## src/rtl/sd_init_ctrl.sv

```systemverilog
// sd_init_ctrl: SPI-mode SD card init sequencer (power-up clocks, CMD0, CMD8, CMD55/ACMD41 loop)
// with bit-serial framing, R1/R7 capture and coded error reporting.
module sd_init_ctrl #(
    parameter int CLK_DIV        = 64,
    parameter int RESP_TIMEOUT   = 64,
    parameter int ACMD41_RETRIES = 1000,
    parameter int DUMMY_CLKS     = 80
) (
    input  logic       clk,
    input  logic       rst_n,
    input  logic       start,
    output logic       sd_sclk,
    output logic       sd_cs_n,
    output logic       sd_mosi,
    input  logic       sd_miso,
    output logic       busy,
    output logic       done,
    output logic       error,
    output logic [2:0] err_code,
    output logic [7:0] last_r1
);
    localparam int MAXB = (DUMMY_CLKS > RESP_TIMEOUT) ? ((DUMMY_CLKS > 48) ? DUMMY_CLKS : 48)
                                                      : ((RESP_TIMEOUT > 48) ? RESP_TIMEOUT : 48);
    localparam int BW = $clog2(MAXB + 1);
    localparam int DW = $clog2(CLK_DIV);
    localparam int RW = $clog2(ACMD41_RETRIES + 1);
    localparam logic [1:0] C0 = 2'd0, C8 = 2'd1, C55 = 2'd2, C41 = 2'd3;

    typedef enum logic [2:0] {IDLE, POWERUP, SEND, WAIT_R1, R1, R7, GAP, DONE} state_t;

    state_t        state, state_nxt;
    logic [DW-1:0] div;
    logic [BW-1:0] bits;
    logic [RW-1:0] retry;
    logic [47:0]   frame;
    logic [11:0]   rx;
    logic [1:0]    cmd, cmd_nxt;
    logic [2:0]    code_nxt;
    logic          active, tick, rise, fall, more;

    assign active = state inside {POWERUP, SEND, WAIT_R1, R1, R7, GAP};
    assign tick   = active && div == DW'(CLK_DIV - 1);
    assign rise   = tick && !sd_sclk;
    assign fall   = tick && sd_sclk;
    assign more   = 32'(retry) + 1 < ACMD41_RETRIES;

    always_ff @(posedge clk or negedge rst_n)
        if (!rst_n) state <= IDLE;
        else        state <= state_nxt;

    // All transitions happen on SCLK falling ticks, so MOSI changes only while SCLK is low
    // and every fall is preceded by a fresh MISO sample taken on the rise.
    always_comb begin
        state_nxt = state;
        cmd_nxt   = cmd;
        code_nxt  = 3'd0;
        case (state)
            IDLE:    if (start) begin state_nxt = POWERUP; cmd_nxt = C0; end
            POWERUP: if (fall && bits == BW'(DUMMY_CLKS)) state_nxt = SEND;
            SEND:    if (fall && bits == BW'(48)) state_nxt = WAIT_R1;
            WAIT_R1: if (fall && (!rx[0] || bits == BW'(RESP_TIMEOUT))) begin
                state_nxt = rx[0] ? DONE : R1;
                code_nxt  = 3'd1;
            end
            R1: if (fall && bits == BW'(7)) begin
                case (cmd)
                    C0:  begin state_nxt = (rx[7:0] == 8'h01) ? GAP : DONE; cmd_nxt = C8; code_nxt = 3'd2; end
                    C8:  begin state_nxt = (rx[7:0] == 8'h01) ? R7 : DONE; code_nxt = 3'd3; end
                    C55: begin state_nxt = GAP; cmd_nxt = C41; end
                    default: begin
                        state_nxt = (rx[7:0] == 8'h01 && more) ? GAP : DONE;
                        cmd_nxt   = C55;
                        code_nxt  = (rx[7:0] == 8'h00) ? 3'd0 : 3'd4;
                    end
                endcase
            end
            R7: if (fall && bits == BW'(32)) begin
                state_nxt = (rx == 12'h1AA) ? GAP : DONE;
                cmd_nxt   = C55;
                code_nxt  = 3'd3;
            end
            GAP:  if (fall && bits == BW'(8)) state_nxt = SEND;
            DONE: state_nxt = IDLE;
        endcase
    end

    always_comb begin
        busy    = active;
        done    = state == DONE;
        sd_cs_n = !(state inside {SEND, WAIT_R1, R1, R7, GAP});
        sd_mosi = (state == SEND) ? frame[47] : 1'b1;
        error   = |err_code;
    end

    always_ff @(posedge clk or negedge rst_n)
        if (!rst_n) begin
            div      <= '0;
            sd_sclk  <= 1'b0;
            bits     <= '0;
            retry    <= '0;
            frame    <= '1;
            rx       <= '1;
            cmd      <= C0;
            err_code <= 3'd0;
            last_r1  <= 8'hFF;
        end else begin
            div <= (!active || tick) ? '0 : div + 1'b1;
            if (tick) sd_sclk <= ~sd_sclk;
            bits <= (state_nxt != state) ? '0 : rise ? bits + 1'b1 : bits;
            if (rise) rx <= {rx[10:0], sd_miso};
            cmd <= cmd_nxt;
            if (state_nxt == SEND && state != SEND)
                frame <= (cmd == C0) ? 48'h40_0000_0000_95 : (cmd == C8) ? 48'h48_0000_01AA_87 :
                         (cmd == C55) ? 48'h77_0000_0000_65 : 48'h69_4000_0000_77;
            else if (state == SEND && fall)
                frame <= {frame[46:0], 1'b1};
            if (state == R1 && state_nxt != R1) begin
                last_r1 <= rx[7:0];
                if (cmd == C41 && rx[7:0] == 8'h01) retry <= retry + 1'b1;
            end
            if (state_nxt == DONE && state != DONE) err_code <= code_nxt;
            if (state == IDLE && start) begin
                retry    <= '0;
                err_code <= 3'd0;
                last_r1  <= 8'hFF;
            end
        end
endmodule

```

## config.mk

```make
export PLATFORM = sky130hd
export DESIGN_NAME = sd_init_ctrl
export DESIGN_NICKNAME = d
export VERILOG_FILES = /design/src/rtl/sd_init_ctrl.sv
export SDC_FILE = /design/constraint.sdc
export NUM_CORES = 1
export LEC_CHECK = 0
export BUFFER_PORTS_ARGS = -buffer_cell sky130_fd_sc_hd__buf_2
export CAP_MARGIN = 20
export CORE_UTILIZATION = 60
export CTS_BUF_LIST = sky130_fd_sc_hd__clkbuf_2
export DETAILED_ROUTE_END_ITERATION = 16
export GPL_ROUTABILITY_DRIVEN = 0
export PLACE_DENSITY = 0.76
export SLEW_MARGIN = 25
export SYNTH_ARGS = -nofsm -noshare
export SYNTH_HDL_FRONTEND = slang
export SYNTH_SLANG_ARGS = --single-unit
export TNS_END_PERCENT = 10
```

## constraint.sdc

```tcl
create_clock -name clk -period 6.4 [get_ports clk]
set_clock_uncertainty 0.15 [all_clocks]
set_input_delay 0.64 -clock clk [delete_from_list [all_inputs] [get_ports clk]]
set_output_delay 0.64 -clock clk [all_outputs]
set_load 0.005 [all_outputs]
```

==> flow_metrics.env <==
export IMPL_drt_iter0_markers=233
export IMPL_antennaDiodeCount=0
export IMPL_crit_family="simple AND/OR/NAND/NOR gates"
export IMPL_rr_startpoint="state[1]"
export IMPL_clock_sinks=99
export IMPL_dr_pass1_iters=5
export IMPL_cap_violations=0
export IMPL_grt_setup_unrepaired="no"
export IMPL_ios=21
export IMPL_cts_setup_buffers=0
export IMPL_grt_pass1_wl_um=17500
export IMPL_drive_above_1_share_pct=26.6
export IMPL_syn_to_final_growth_pct=5.44
export IMPL_synth_edf_count=0
export IMPL_grt_max_degree=64
export IMPL_status="complete, no violations"
export IMPL_cts_made_buffers=9
export IMPL_setup_viol=0
export IMPL_worst_pin_slew_ns=0.822
export IMPL_timing_final_crit_share_pct=55.6
export IMPL_arrival_ns=3.94
export IMPL_port_buffers=20
export IMPL_path_cells="nor3b_2, or3b_1, buf_4, nor4_1, a211o_1, a211oi_4, a21boi_2, mux2i_1"
export IMPL_wire_per_inst_um=15.5
export IMPL_yosysWarnings=0
export IMPL_drc_errors=0
export IMPL_p_per_area_mw_per_mm2=202
export IMPL_syn_nets=555
export IMPL_cts_tree="done"
export IMPL_num_vias=3945
export IMPL_yosysTopAreaCellShare_pct=33.4
export IMPL_path_class="register to register"
export IMPL_power_leakage_nw=2.29
export IMPL_setup_tns_ns=0
export IMPL_synth_area_leaders="dfstp_2 (33%), dfrtp_1 (15%), nand2_1 (6.2%), nor2_1 (5.3%), mux2i_1 (4.6%)"
export IMPL_ys_flop_type="dfstp_2"
export IMPL_crit_fanout=46
export IMPL_core_sq_mm=0.00834
export IMPL_die_w_um=95.7
export IMPL_setup_worst_path_start="state[1]"
export IMPL_dieHeight_um=95.7
export IMPL_min_from="sd_miso"
export IMPL_slew_viol_final=0
export IMPL_start_util_pct=63.1
export IMPL_async_flop_share_pct=100
export IMPL_hold_viol=0
export IMPL_clkTransAtPathRegs_ns=0.29
export IMPL_finalPower_w=0.00112
export IMPL_slowest_stage="dfrtp_1"
export IMPL_synth_cells=540
export IMPL_antenna_found_initial=0
export IMPL_synth_area_leader_cell="dfstp_2"
export IMPL_h_tree_depth=3
export IMPL_fin_nets=566
export IMPL_hold_class="input pin to register"
export IMPL_synth_cell_types=67
export IMPL_fmax_mhz=281
export IMPL_wirelength_um=10200
export IMPL_cts_root_buf="clkbuf_2"
export IMPL_worst_ep_required_time_ns=6.78
export IMPL_worst_path_buf_inv=1
export IMPL_yosys_cell_count_top_type="nand2_1"
export IMPL_rows=33
export IMPL_syn_area_per_cell_sq_um=9.75
export IMPL_clkLatencyLatePin_ns=0.57
export IMPL_max_slew_margin_pct=44.9
export IMPL_critPathCaptureType="register"
export IMPL_whs_ns=0.132
export IMPL_ys_seq_elements=99
export IMPL_drtAntennaViolNets=0
export IMPL_grt_overflow_total=0
export IMPL_die_area_sq_mm=0.00915
export IMPL_gr_usage_all_layers_pct=24.7
export IMPL_start_kind="register"
export IMPL_peakVddDrop_mv=0.130
export IMPL_dpl_hpwl_um=6960
export IMPL_ys_seq_area_share_pct=48.6
export IMPL_cp_slowest_stage_delay_ns=0.70
export IMPL_period_minus_slack_ns=3.56
export IMPL_clk_path_buf_depth=2
export IMPL_vias_per_cell=5.97
export IMPL_synthTopCellsByCount="nand2_1 (87), nor2_1 (74), dfstp_2 (67), a21oi_1 (37), dfrtp_1 (32)"
export IMPL_syn_area_sq_mm=0.00527
export IMPL_grt_pass1_vias=3663
[path summary, 6_finish.rpt]
path	endpoint	slack, ns	depth (start not counted)
worst max register to register	last_r1[4]	2.84	8
max in group asynchronous	state[0]	4.60	3
worst min-delay path	rx[0]	0.13	2
worst min register to register	frame[22]	0.32	2
worst max-delay path	last_r1[4]	2.84	8
min in group asynchronous	retry[9]	0.35	2
[logic make-up (layout without fill, tap and decap cells)]
logic type,after synthesis,in the layout,synth area share [%]
AND/OR/NAND/NOR,241,241,21.8
flip-flops,99,99,48.6
AO/OA/AOI/OAI,89,89,11.9
multiplexers,45,45,9.20
buffers and inverters,42,58,3.71
XOR/XNOR,13,13,2.16
adder cells (fa/ha/maj),11,11,2.61
[layout make-up]
cell class,instances,area [sq um]
inverters,17,63.8
well taps,105,131
multi-input cells,399,2510
repair buffers,25,143
flip-flops and latches,99,2560
fillers,680,2790
clock inverters,7,95.1
clock buffers,9,45.0
[power by group]
group / internal (W) / switching (W)
clock: 0.000104 / 0.000230
combinational: 0.0000387 / 0.0000889
sequential: 0.000641 / 0.0000190
[cell usage in the layout, fill, tap and decap left out, types with 3 or more instances in the layout]
master	instances
buf_2	19
mux2i_1	24
nand4_1	7
o21ai_0	9
buf_4	5
and3_1	9
nand2b_1	9
nand3_1	17
nor2_1	73
a211oi_1	4
xnor2_1	8
a21oi_1	37
ha_1	11
xor2_1	5
inv_1	17
nand2_1	87
a221oi_1	3
o211ai_1	3
mux2_2	19
nor4_1	4
nor3_1	7
clkbuf_2	9
dfrtp_1	32
o21bai_1	5
dfstp_2	67
or2_2	3
a221o_1	4
[stage by stage]
step / instances / cell area [sq um] / util, % / worst slack [ns]
3_3_place_gp: 644 / 5400 / 64.7 / 2.87
2_1_floorplan: 540 / 5270 / - / 3.63
5_1_grt: 661 / 5550 / 66.6 / 2.70
3_5_place_dp: 644 / 5400 / 64.7 / 2.82
6_report: 661 / 5550 / 66.6 / 2.84
4_1_cts: 661 / 5550 / 66.5 / 2.76
[per-layer routing]
| layer | vias to the layer above | wire (um) | GRT usage [%] |
|---|---|---|---|
| met5 | - | 0 | 0 |
| met4 | 0 | 83 | 5.22 |
| met3 | 10 | 399 | 5.18 |
| met2 | 88 | 4970 | 39.1 |
| met1 | 1951 | 4780 | 35.2 |
| li1 | 1896 | - | - |
[what timing repair did]
item	4_1_cts	5_1_grt
resized for setup	0	0
hold buffers	1	0
hold endpoints to repair	16	0
[registers in the layout, indices dropped and copies added, names as in the netlist, 2 cells and up]
register and count:
cmd 2, rx 12, state 3, err_code 3, last_r1 8, div 6
bits 7, frame 47, retry 10
[worst register-to-register path: cells and delay by family (launching register included)]
kind                   cells  cell delay (ns)
buffers and inverters      1             0.28
AOI/OAI and AO/OA          3             1.00
and+or+nand+nor            3             1.12
DFF                        1             0.70
muxes                      1             0.27
No activity file was read; power rests on OpenSTA's default activity.
